<file path="src/rtl/meter_pkg.sv">
// +--------------------------------------------------------------------+
// | meter_pkg : shared status codes and coin indices for meter_bank    |
// | Rev 1.0                                                            |
// +--------------------------------------------------------------------+
`default_nettype none

package meter_pkg;

  typedef enum logic [1:0] {
    EXPIRED = 2'b00,
    LOW     = 2'b01,
    RUN     = 2'b10
  } meter_state_e;

  localparam int COIN_UP    = 0;
  localparam int COIN_LEFT  = 1;
  localparam int COIN_RIGHT = 2;
  localparam int COIN_DOWN  = 3;

endpackage

`default_nettype wire

</file>
<file path="src/rtl/meter_bank_tick_gen.sv">
// +--------------------------------------------------------------------+
// | tick_gen : shared free-running divider, one-cycle tick per period  |
// | Rev 1.0                                                            |
// +--------------------------------------------------------------------+
`default_nettype none

module tick_gen #(
  parameter int TICK_DIV = 100000000
) (
  input  logic clk,
  input  logic reset_n,
  output logic tick
);

  localparam int DIV_W = (TICK_DIV > 2) ? $clog2(TICK_DIV) : 1;
  localparam logic [DIV_W-1:0] C_LAST = DIV_W'(TICK_DIV - 1);

  logic [DIV_W-1:0] r_div;

  always_ff @(posedge clk or negedge reset_n) begin
    if (!reset_n) begin
      r_div <= '0;
    end else if (r_div == C_LAST) begin
      r_div <= '0;
    end else begin
      r_div <= r_div + DIV_W'(1);
    end
  end

  // Decoded from the registered divider so reset clears it asynchronously.
  assign tick = (r_div == C_LAST);

endmodule

`default_nettype wire

</file>
<file path="src/rtl/meter_bank.sv">
// +--------------------------------------------------------------------+
// | meter_bank : multi-bay parking meter, saturating seconds counters  |
// | Rev 1.0                                                            |
// +--------------------------------------------------------------------+
`default_nettype none

module meter_bank
  import meter_pkg::*;
#(
  parameter int CHANNELS   = 4,
  parameter int CH_W       = 2,
  parameter int WIDTH      = 14,
  parameter int MAX_COUNT  = 9999,
  parameter int LOW_THRESH = 200,
  parameter int TICK_DIV   = 100000000,
  parameter int COIN0      = 10,
  parameter int COIN1      = 180,
  parameter int COIN2      = 200,
  parameter int COIN3      = 550,
  parameter int PRESET0    = 10,
  parameter int PRESET1    = 205
) (
  input  logic                      clk,
  input  logic                      reset_n,
  input  logic [CH_W-1:0]           sel,
  input  logic [3:0]                coin,
  input  logic [1:0]                preset,
  output logic [CHANNELS*WIDTH-1:0] count,
  output logic [CHANNELS*2-1:0]     state,
  output logic [CHANNELS-1:0]       blink,
  output logic                      tick
);

  localparam logic [WIDTH:0]   C_MAX   = (WIDTH+1)'(MAX_COUNT);
  localparam logic [WIDTH-1:0] C_LOW   = WIDTH'(LOW_THRESH);
  localparam logic [WIDTH:0]   C_COIN0 = (WIDTH+1)'(COIN0);
  localparam logic [WIDTH:0]   C_COIN1 = (WIDTH+1)'(COIN1);
  localparam logic [WIDTH:0]   C_COIN2 = (WIDTH+1)'(COIN2);
  localparam logic [WIDTH:0]   C_COIN3 = (WIDTH+1)'(COIN3);
  localparam logic [WIDTH-1:0] C_PRE0  =
    (PRESET0 > MAX_COUNT) ? WIDTH'(MAX_COUNT) : WIDTH'(PRESET0);
  localparam logic [WIDTH-1:0] C_PRE1  =
    (PRESET1 > MAX_COUNT) ? WIDTH'(MAX_COUNT) : WIDTH'(PRESET1);

  logic           w_tick;
  logic           w_sel_ok;
  logic [WIDTH:0] w_add;

  tick_gen #(
    .TICK_DIV (TICK_DIV)
  ) u_tick_gen (
    .clk     (clk),
    .reset_n (reset_n),
    .tick    (w_tick)
  );

  assign tick     = w_tick;
  assign w_sel_ok = (32'(sel) < 32'(CHANNELS));

  // Only the lowest-numbered coin pulse counts when several arrive together.
  always_comb begin
    w_add = '0;
    if (coin[COIN_UP]) begin
      w_add = C_COIN0;
    end else if (coin[COIN_LEFT]) begin
      w_add = C_COIN1;
    end else if (coin[COIN_RIGHT]) begin
      w_add = C_COIN2;
    end else if (coin[COIN_DOWN]) begin
      w_add = C_COIN3;
    end
  end

  for (genvar i = 0; i < CHANNELS; i++) begin : g_ch
    logic [WIDTH-1:0] r_count;
    logic             r_blink;
    logic             w_hit;
    logic [WIDTH:0]   w_sum;
    logic [WIDTH-1:0] w_sat;
    logic [WIDTH-1:0] w_next;
    meter_state_e     w_state;

    assign w_hit = w_sel_ok && (sel == CH_W'(i));
    assign w_sum = {1'b0, r_count} + w_add;
    assign w_sat = (w_sum > C_MAX) ? C_MAX[WIDTH-1:0] : w_sum[WIDTH-1:0];

    always_comb begin
      w_next = r_count;
      if (w_hit && preset[0]) begin
        w_next = C_PRE0;
      end else if (w_hit && preset[1]) begin
        w_next = C_PRE1;
      end else if (w_hit && (|coin)) begin
        w_next = w_sat;
      end else if (w_tick && (r_count != '0)) begin
        w_next = r_count - WIDTH'(1);
      end
    end

    always_comb begin
      w_state = RUN;
      if (r_count == '0) begin
        w_state = EXPIRED;
      end else if (r_count < C_LOW) begin
        w_state = LOW;
      end
    end

    // Held high while running, so LOW/EXPIRED always begin blinking from 1.
    always_ff @(posedge clk or negedge reset_n) begin
      if (!reset_n) begin
        r_count <= '0;
        r_blink <= 1'b0;
      end else begin
        r_count <= w_next;
        if (w_state == RUN) begin
          r_blink <= 1'b1;
        end else if (w_tick) begin
          r_blink <= ~r_blink;
        end
      end
    end

    assign count[i*WIDTH +: WIDTH] = r_count;
    assign state[2*i +: 2]         = w_state;
    assign blink[i]                = r_blink;
  end

endmodule

`default_nettype wire

</file>
<file path="config.mk">
export PLATFORM = sky130hd
export DESIGN_NAME = meter_bank
export DESIGN_NICKNAME = d
export VERILOG_FILES = /design/src/rtl/meter_pkg.sv /design/src/rtl/meter_bank_tick_gen.sv /design/src/rtl/meter_bank.sv
export SDC_FILE = /design/constraint.sdc
export NUM_CORES = 1
export LEC_CHECK = 0
export CORE_UTILIZATION = 64
export DETAILED_ROUTE_END_ITERATION = 10
export GPL_ROUTABILITY_DRIVEN = 0
export GPL_TIMING_DRIVEN = 0
export PLACE_DENSITY = 0.95
export RECOVER_POWER = 100
export SYNTH_ARGS = -nofsm -noshare
export SYNTH_HDL_FRONTEND = slang
export SYNTH_SLANG_ARGS = --single-unit
</file>
<file path="constraint.sdc">
create_clock -name clk -period 6.8 [get_ports clk]
set_clock_uncertainty 0.15 [all_clocks]
set_input_delay 0.68 -clock clk [delete_from_list [all_inputs] [get_ports clk]]
set_output_delay 0.68 -clock clk [all_outputs]
set_load 0.005 [all_outputs]
</file>
== Word-level counts from Yosys, hierarchy flattened ==
Cells that the tools add are included.
Cells by class
  reductions and logical operators: 34
  equal/unequal tests: 8
  add/sub/neg operators: 9
  mux-type cells: 41
  bitwise logic cells: 4
  $lt $le $gt $ge: 8
Operator list (number)
  2-to-1 mux 14 bit: 20
  adder 14 x 15 -> 15 bit: 4
  > comparator 15 x 14 -> 1 bit, second input constant: 4
  zero test 14 bit: 4
  less-than comparator 14 x 8 -> 1 bit, second input constant: 4
  nonzero test 14 bit: 4
  subtractor 14 x 1 -> 14 bit, second input constant: 4
  2-to-1 mux 15 bit: 3
  adder 27 x 1 -> 27 bit, second input constant: 1
  equality test 27 bit, second input constant: 1
  2-to-1 mux 27 bit: 1
  logical AND 1 bit: 16
  2-to-1 mux 2 bit: 8
  nonzero test 4 bit: 4
  equality test 2 bit, second input constant: 6
  2-to-1 mux 10 bit: 1
  2-to-1 mux 1 bit: 8
  nonzero test 2 bit: 4
  inverter 1 bit: 4
  OR reduction 4 bit: 1
  equality test 2 x 1 -> 1 bit, second input constant: 1
  zero test 2 bit: 1
Storage, ports and cells
  bits of input ports: 10
  logic and storage cells: 113
  register bits: 87

== Depth between registers and ports, before layout ==
Gate-level depths: netlist of the first run.
  depth after elaboration: 10
  depth in mapped cells: 14
  mapped depth without buffers: 12

== Cells and area by module ==
Synthesis of the first run repeated with hierarchy kept, for this count alone.
Second synthesis, totals
  cell total of the unflattened synthesis: 975
  area total of the unflattened synthesis: 7770.0 µm²
Modules (own cells, without submodules)
  meter_bank: cells each 841, seq. area each 1501.4 µm², times used 1, area each 6437.4 µm²
  tick_gen: cells each 134, seq. area each 675.6 µm², times used 1, area each 1332.5 µm²

== Least setup slack after synthesis of the first run ==
OpenSTA, ideal clock, no wires.
  path type: input port to flip-flop
  from: input port coin[1]
  to: register g_ch[0].r_count[5]
  stages on the path: 12
  arrival: 4294 ps
  buffers on the path: 1
  slack: 2255 ps
  cell sequence: clkbuf_1 -> inv_1 -> a21o_1 -> nor2_1 -> fa_1 -> a211oi_1 -> o21a_1 -> o31ai_1 -> mux2_2 -> a221o_1 -> or3_1 -> o32ai_1
On the way
  word-level cells in the longest chain between the ends: 8
  elaborated cells between the ends (all ways): 11
  classes of those cells: 1 x add/sub; 1 x order compare; 6 x mux; 3 x reduce/logical
Ends and longest elaborated chain
  start, declared: line meter_bank.sv:26  | input logic [3:0] coin,
  2-to-1 mux 15 bit: line meter_bank.sv:65  | end else if (coin[COIN_LEFT]) begin
  2-to-1 mux 15 bit: line meter_bank.sv:63  | if (coin[COIN_UP]) begin
  adder 14 x 15 -> 15 bit: line meter_bank.sv:84  | assign w_sum = {1'b0, r_count} + w_add;
  > comparator 15 x 14 -> 1 bit: line meter_bank.sv:85  | assign w_sat = (w_sum > C_MAX) ? C_MAX[WIDTH-1:0] : w_sum[WIDTH-1:0];
  2-to-1 mux 14 bit: line meter_bank.sv:85
  2-to-1 mux 14 bit: line meter_bank.sv:93  | end else if (w_hit && (|coin)) begin
  2-to-1 mux 14 bit: line meter_bank.sv:91  | end else if (w_hit && preset[1]) begin
  2-to-1 mux 14 bit: line meter_bank.sv:89  | if (w_hit && preset[0]) begin
  end signal, assigned: line meter_bank.sv:115  | r_count <= w_next;
  end, declared: line meter_bank.sv:75  | logic [WIDTH-1:0] r_count;
Several ways; a longest one is shown, not always the timed one.
A chain may end at the register's enable or synchronous reset.

== Worst setup path after layout of the first run ==
  from: register u_tick_gen.r_div[0]
  to: output port tick
On the way
  word-level cells in the longest chain between the ends: 1
Ends and longest elaborated chain
  start, declared: line meter_bank_tick_gen.sv:18  | logic [DIV_W-1:0] r_div;
  start signal, assigned: line meter_bank_tick_gen.sv:26  | r_div <= r_div + DIV_W'(1);
  equality test 27 bit: line meter_bank_tick_gen.sv:31  | assign tick = (r_div == C_LAST);
  end, declared: line meter_bank.sv:31  | output logic tick
Every way passes these cells.

==> results of run 1 <==
Yosys cell counts, types with 5 or more instances:
master / number / share of area
ha_1: 37 / 0.058
a21o_1: 22 / 0.021
a31oi_1: 24 / 0.019
or2_2: 7 / 0.0055
o21ai_0: 66 / 0.041
nand2b_1: 14 / 0.011
nor2b_1: 6 / 0.0047
inv_1: 28 / 0.013
o211ai_1: 13 / 0.012
a221oi_1: 7 / 0.0077
xor2_1: 31 / 0.034
nor2_1: 104 / 0.049
o311ai_0: 5 / 0.0055
nand4_1: 11 / 0.0086
a21oi_1: 57 / 0.036
and3_1: 19 / 0.015
xnor2_1: 49 / 0.054
or3_1: 19 / 0.015
and2_1: 7 / 0.0055
nor3b_1: 8 / 0.0075
dfrtp_1: 87 / 0.27
o21a_1: 8 / 0.0075
clkbuf_1: 46 / 0.022
nor3_1: 36 / 0.023
a2111oi_0: 6 / 0.0066
a211oi_1: 12 / 0.011
or4_1: 8 / 0.0075
nand2_1: 104 / 0.049
o31ai_1: 7 / 0.0066
nand3_1: 46 / 0.029
nor4_1: 16 / 0.013
sequential cells by signal, summed over array words and instances, names as in the netlist:
name and count:
g_ch.r_blink 4, g_ch.r_count 56, u_tick_gen.r_div 27
kinds of logic (layout without fill, tap and decap cells):
family	Yosys count	in the layout	share of synthesized area
AND/OR/NAND/NOR	423	423	0.2621
AO/OA/AOI/OAI	298	298	0.2569
flip-flops	87	87	0.2732
buffers and inverters	81	173	0.04255
XOR/XNOR	80	80	0.08793
adder cells (fa/ha/maj)	41	41	0.06814
multiplexers	7	7	0.009264
metrics by stage:
step                      instances  utilization  hold slack, ns
after floorplan                1017            -          0.2344
after global placement         1261       0.7412          0.3301
after detailed placement       1262       0.7433          0.3327
after CTS                      1277       0.7678          0.1391
after global routing           1277       0.7618          0.3671
final                          1277       0.7618          0.3521
path summary, 6_finish.rpt:
path / slack (ns) / startpoint / endpoint
worst max-delay path: 1.01 / u_tick_gen.r_div[0]$_DFF_PN0_ / tick
worst min-delay path: 0.35 / u_tick_gen.r_div[0]$_DFF_PN0_ / u_tick_gen.r_div[0]$_DFF_PN0_
worst max register to register: 2.45 / u_tick_gen.r_div[0]$_DFF_PN0_ / g_ch[1].r_count[1]$_DFFE_PN0P_
worst min register to register: 0.35 / u_tick_gen.r_div[0]$_DFF_PN0_ / u_tick_gen.r_div[0]$_DFF_PN0_
max in group asynchronous: 2.29 / reset_n / u_tick_gen.r_div[14]$_DFF_PN0_
min in group asynchronous: 0.70 / reset_n / g_ch[0].r_count[9]$_DFFE_PN0P_
routing by layer:
metal	vias to the layer above	part of all wire
li1	3948	-
met1	4000	0.39
met2	588	0.45
met3	116	0.11
met4	2	0.051
met5	-	0.00047
area by class of cell:
| class | count | area [um2] |
|---|---|---|
| fill | 872 | 2873 |
| buffer | 52 | 210.2 |
| multi-input combinational | 849 | 5426 |
| clock inverter | 6 | 71.32 |
| clock buffer | 9 | 225.2 |
| timing repair buffer | 77 | 758.2 |
| inverter | 29 | 110.1 |
| sequential | 87 | 2177 |
| tap | 168 | 210.2 |
power by group through the flow:
stage | clock, mW | combinational, mW | sequential, mW
final | 0.514 | 1.17 | 0.759
after global routing | 0.536 | 1.29 | 0.770
after CTS | 0.515 | 1.19 | 0.753
after detailed placement | 0 | 1.17 | 0.761
after floorplan | 0 | 0.777 | 0.723
after global placement | 0 | 1.13 | 0.760
worst reg2reg max path, stage by stage (launching register included):
cell        delay, ns
dfrtp_1          0.42
ha_1             0.25
nand3_1          0.18
or3_1            0.17
or4_1            0.14
clkbuf_1         0.69
clkinvlp_2       0.93
a211oi_2         0.79
nor2_1           0.22
o311ai_0         0.17
o211ai_1         0.14
==> impl_results.md, run 1 <==
* Grt ovf at 0
* Grt met1 use at 0.4890
* Routed Antenna Nets at 0
* Die ar. at 12900 um2
* Critical path's most frequent cell: clkbuf_1
* Fmax at 172.6 MHz
* WP depth at 9
* Post-DR vias/cell at 6.777
* CP top delay family: buffers and inverters
* Initial DRC count at 911
* Post-Synthesis Cell Area at 7969 um2
* Layout cell share with drive strength beyond 1 at 0.03787
* Syn nets at 1068
* Hold depth at 1
* Final WL at 23550 um
* Port Buffers at 76
* Switching part of the total at 0.4291
* #FFs+latches synth at 87
* Sequential fraction of the synthesis area at 0.2732
* M3 GR Usage at 0.08820
* Crit-path max cell delay at 0.71 ns
* Slowest-stage cell, CP: clkbuf_1
* First-pass GRT wire length at 39360 um
* Layout net count at 1156
* Sequential power share at 0.310
* Leak Pwr at 3.739 nW
* Die W at 113.6 um
* Final setup fails at 0
* Worst hold-check path type: reg -> reg
* Setup CP Type: reg -> out
* Arr. time, crit path at 4.96 ns
* Top_reg_cell synth: dfrtp_1
* CTS buffer count at 9
* Dpl ws at 1.151 ns
* CTS resizes at 0
* TritonCTS clock tree: yes
* Unrepaired setup endpoints after global routing: no
* # diodes at 0
* Fin Setup TNS at 0 ns
* CTS root buffer: clkbuf_16
* Worst-path clk slew at 0.06 ns
* Clock power share at 0.210
* Total internal power at 1.397 mW
* Worst-margin pin slew at 2.873 ns
* Required @ worst endpoint at 5.97 ns
* Drt first pass iters at 8
* Failing checks: max-capacitance violations, max-slew violations
* Fin crit share at 0.8520
* Row count at 40
* Combinational group share of total power at 0.480
* Final Hold Violating Endpoints at 0
* Tmin final at 5.794 ns
* Worst-Skew Late Latency at 0.36 ns
* WP buf/inv at 5
* Startpoint Class: flop
* Largest net degree at the start of global routing at 55
* Yosys warns at 0
* Initial antenna violation count at 1
* Setup Fix Bufs, Post-CTS at 0
* Core ar. at 12060 um2
* Vias in the first global route at 8080
* Outcome: complete, but fails checks
* GRT Resource Usage Total at 0.3827
* Commonest cells after routing, fill and taps aside: nand2_1 (104), nor2_1 (104), dfrtp_1 (87)
* Initial core utilization at 0.6607
* Per-cell routed wire length at 18.44 um
* Clock Tree Buf Depth at 2
* Slew headroom at -0.9152
* Critical path capture point type: primary output
* Post-Layout Inst Area at 9189 um2
* Peak VDD IR at 0.0001972 V
* Total power at 2.447 mW
* Cell chain of the critical path: ha_1 > nand3_1 > or3_1 > or4_1 > clkbuf_1 > clkinvlp_2 > clkbuf_1 > clkbuf_1 > dlygate4sd3_1
* Ys async rst share at 1.000
* Final slew viol count at 90
* HPWL after DPL at 17160 um
* Hold buffers post-CTS at 0
* Synth cell types at 82
* Power density over the cells at 266.3 nW/um2
* Die Y-Extent at 113.6 um
* Post-synth EDFFs at 0
* Switching Power at 1.050 mW
* Worst r2r path cells at 10
* Mean post-synth cell area at 7.836 um2
* Placed Area at 8965 um2
* Setup ws final at 1.006 ns
* H-Tree Depth at 3
* Critical path fanouts, max at 10
* DRC errors left at 0
* Clk sink count at 87
* Met2 Track Usage GR at 0.5984
* IO Count at 79
* Via count at 8654
* Area growth syn-to-layout at 15.31%
* Cells after Synth at 1017
* Layer with the highest usage: met2
* # Max-Cap Violations at 2
Note: power is estimated with default switching activity, not from simulation.
==> run 2: changes to the inputs <==
--- a/config.mk
+++ b/config.mk
@@ -11,6 +11,7 @@
 export GPL_TIMING_DRIVEN = 0
 export PLACE_DENSITY = 0.95
 export RECOVER_POWER = 100
+export SLEW_MARGIN = 10
 export SYNTH_ARGS = -nofsm -noshare
 export SYNTH_HDL_FRONTEND = slang
 export SYNTH_SLANG_ARGS = --single-unit
==> results of run 2 <==
Same layout as run 1: the final DEF is identical, and so are final timing and power.
==> run 3: changes to the inputs <==
--- a/config.mk
+++ b/config.mk
@@ -5,11 +5,11 @@
 export SDC_FILE = /design/constraint.sdc
 export NUM_CORES = 1
 export LEC_CHECK = 0
-export CORE_UTILIZATION = 64
+export CORE_UTILIZATION = 59
 export DETAILED_ROUTE_END_ITERATION = 10
 export GPL_ROUTABILITY_DRIVEN = 0
 export GPL_TIMING_DRIVEN = 0
-export PLACE_DENSITY = 0.95
+export PLACE_DENSITY = 0.92
 export RECOVER_POWER = 100
 export SLEW_MARGIN = 10
 export SYNTH_ARGS = -nofsm -noshare
==> constraint.sdc (replaced) <==
create_clock -name clk -period 6.13 [get_ports clk]
set_clock_uncertainty 0.15 [all_clocks]
set_input_delay 0.613 -clock clk [delete_from_list [all_inputs] [get_ports clk]]
set_output_delay 0.613 -clock clk [all_outputs]
set_load 0.005 [all_outputs]
==> run 3 against run 2 <==
Effect of this change: the flow still finishes with violations (max-capacitance violations, max-slew violations); clock power increased by 30%; combinational power grew 11%; core utilization shrank 6.0 points; global-route usage shrank 4.1 points; register-to-register slack got worse by 0.67 ns; setup slack worse by 0.57 ns; worst hold slack got worse by 0.0087 ns.
==> impl_results.md, run 3 (synthesis results as in run 1) <==
* R2r setup slk at 1.78 ns (was 2.45 ns)
* Slowest-stage cell, CP: clkbuf_1 (unchanged)
* Placed Cells incl. Taps at 1270 (was 1262)
* DRC errors left at 0 (unchanged)
* Core ar. at 13190 um2 (was 12060 um2)
* Routed Antenna Nets at 0 (unchanged)
* Final setup fails at 0 (unchanged)
* Layout cell share with drive strength beyond 1 at 0.03877 (was 0.03787)
* Post-DR vias/cell at 6.802 (was 6.777)
* CTS resizes at 0 (unchanged)
* Placed Area at 8975 um2 (was 8965 um2)
* Setup CP Type: reg -> out (unchanged)
* Worst-path clk slew at 0.07 ns (was 0.06 ns)
* Outcome: complete, but fails checks (unchanged)
* First-pass GRT wire length at 38430 um (was 39360 um)
* Initial antenna violation count at 1 (unchanged)
* # diodes at 0 (unchanged)
* Top Metal Used: met4 (was met5)
* Critical path's most frequent cell: clkbuf_1 (unchanged)
* Biggest regs: g_ch.r_count (56), u_tick_gen.r_div (27), g_ch.r_blink (4) (unchanged)
* Post-Layout Inst Area at 9255 um2 (was 9189 um2)
* CTS buffer count at 9 (unchanged)
* # Max-Cap Violations at 2 (unchanged)
* Leak Pwr at 3.767 nW (was 3.739 nW)
* Vias in the first global route at 7984 (was 8080)
* Worst-Skew Late Latency at 0.37 ns (was 0.36 ns)
* Critical path capture point type: primary output (unchanged)
* Dpl ws at 0.4670 ns (was 1.151 ns)
* Required @ worst endpoint at 5.37 ns (was 5.97 ns)
* Final slew viol count at 90 (unchanged)
* Hold buffers post-CTS at 0 (unchanged)
* Die W at 118.2 um (was 113.6 um)
* Fin crit share at 0.9289
* Met2 WL post-DR at 11150 um (was 10650 um)
* Area growth syn-to-layout at 16.14% (was 15.31%)
* Setup Fix Bufs, Post-CTS at 0 (unchanged)
* Metal1 wirelength at 9340 um (was 9196 um)
* Finished Layout Cells at 1285 (was 1277)
* Tmin final at 5.694 ns
* H-Tree Depth at 3 (unchanged)
* HPWL after DPL at 17270 um (was 17160 um)
* Worst hold-check path type: reg -> reg (unchanged)
* GRT Resource Usage Total at 0.3412 (was 0.3827)
* Initial core utilization at 0.6042 (was 0.6607)
* IO Count at 79 (unchanged)
* Final WL at 23990 um (was 23550 um)
* CTS root buffer: clkbuf_16 (unchanged)
* Slew headroom at -1.061 (was -0.9152)
* Fin Setup TNS at 0 ns (unchanged)
* Row count at 42 (was 40)
* Cell chain of the critical path: ha_1 > nand3_1 > or3_1 > or4_1 > clkbuf_1 > clkinvlp_2 > clkbuf_1 > clkbuf_1 > dlygate4sd3_1 (unchanged)
* Clock Tree Buf Depth at 2 (unchanged)
* Final Hold Violating Endpoints at 0 (unchanged)
* Met3 routed WL at 2429 um (was 2479 um)
* Port Buffers at 76 (unchanged)
* Clk sink count at 87 (unchanged)
* Commonest cells after routing, fill and taps aside: nand2_1 (104), nor2_1 (104), dfrtp_1 (87) (unchanged)
* Initial DRC count at 751 (was 911)
* Via count at 8740 (was 8654)
* Setup ws final at 0.4359 ns (was 1.006 ns)
* Peak VDD IR at 0.0002240 V (was 0.0001972 V)
* Die ar. at 13970 um2 (was 12900 um2)
* Top reg by flops: g_ch.r_count (unchanged)
* Power density over the cells at 304.6 nW/um2 (was 266.3 nW/um2)
* Crit-path max cell delay at 0.72 ns (was 0.71 ns)
* Fmax at 175.6 MHz
* Max reg flops at 56 (unchanged)
* Arr. time, crit path at 4.93 ns (was 4.96 ns)
* Critical path fanouts, max at 10 (unchanged)
* Drt first pass iters at 6 (was 8)
* Largest net degree at the start of global routing at 56 (was 55)
* Per-cell routed wire length at 18.67 um (was 18.44 um)
* Worst-margin pin slew at 3.092 ns (was 2.873 ns)
* Total power at 2.819 mW (was 2.447 mW)
* Failing checks: max-capacitance violations, max-slew violations (unchanged)
* Die Y-Extent at 118.2 um (was 113.6 um)
* Unrepaired setup endpoints after global routing: no (unchanged)
* TritonCTS clock tree: yes (unchanged)
* Layout net count at 1156 (unchanged)
* Startpoint Class: flop (unchanged)
* Grt ovf at 0 (unchanged)
run 3: critical path, delay by kind of cell, from the launching register on:
family,cells,cell delay (ns)
AND/OR/NAND/NOR,3,1.13
adder cells (fa/ha/maj),1,0.20
flip-flops,1,0.39
buffers and inverters,5,2.85
run 3: layout make-up:
class / instances / area (um2)
timing repair buffer: 77 / 758.2
inverter: 29 / 110.1
sequential: 87 / 2177
clock buffer: 9 / 225.2
clock inverter: 6 / 117.6
multi-input combinational: 849 / 5436
tap: 176 / 220.2
buffer: 52 / 210.2
fill: 1048 / 3935
run 3: power by group:
group | switching [mW] | leakage [nW] | internal, mW
logic | 0.734 | 2.52 | 0.571
clock network | 0.268 | 0.164 | 0.401
registers | 0.183 | 1.08 | 0.663
run 3: final timing paths:
kind	endpoint	cells past startpoint	from
setup / recovery	tick	9	u_tick_gen.r_div[0]$_DFF_PN0_
hold / removal	u_tick_gen.r_div[6]$_DFF_PN0_	1	u_tick_gen.r_div[6]$_DFF_PN0_
setup reg to reg	g_ch[1].r_count[7]$_DFFE_PN0P_	11	u_tick_gen.r_div[0]$_DFF_PN0_
hold reg to reg	u_tick_gen.r_div[6]$_DFF_PN0_	1	u_tick_gen.r_div[6]$_DFF_PN0_
max in group asynchronous	u_tick_gen.r_div[14]$_DFF_PN0_	2	reset_n
min in group asynchronous	u_tick_gen.r_div[6]$_DFF_PN0_	1	reset_n
run 3: per-stage QoR:
| stage | hold slack, ns | util |
|---|---|---|
| 2_1_floorplan | 0.1674 | - |
| 3_3_place_gp | 0.3284 | 0.6785 |
| 3_5_place_dp | 0.3256 | 0.6804 |
| 4_1_cts | 0.07429 | 0.7064 |
| 5_1_grt | 0.3680 | 0.7017 |
| 6_report | 0.3434 | 0.7017 |
run 3: metal layers:
layer,vias to the layer above,GRT usage
li1,3957,-
met1,4085,0.4250
met2,579,0.5548
met3,119,0.07191
met4,0,0.1811
met5,-,0
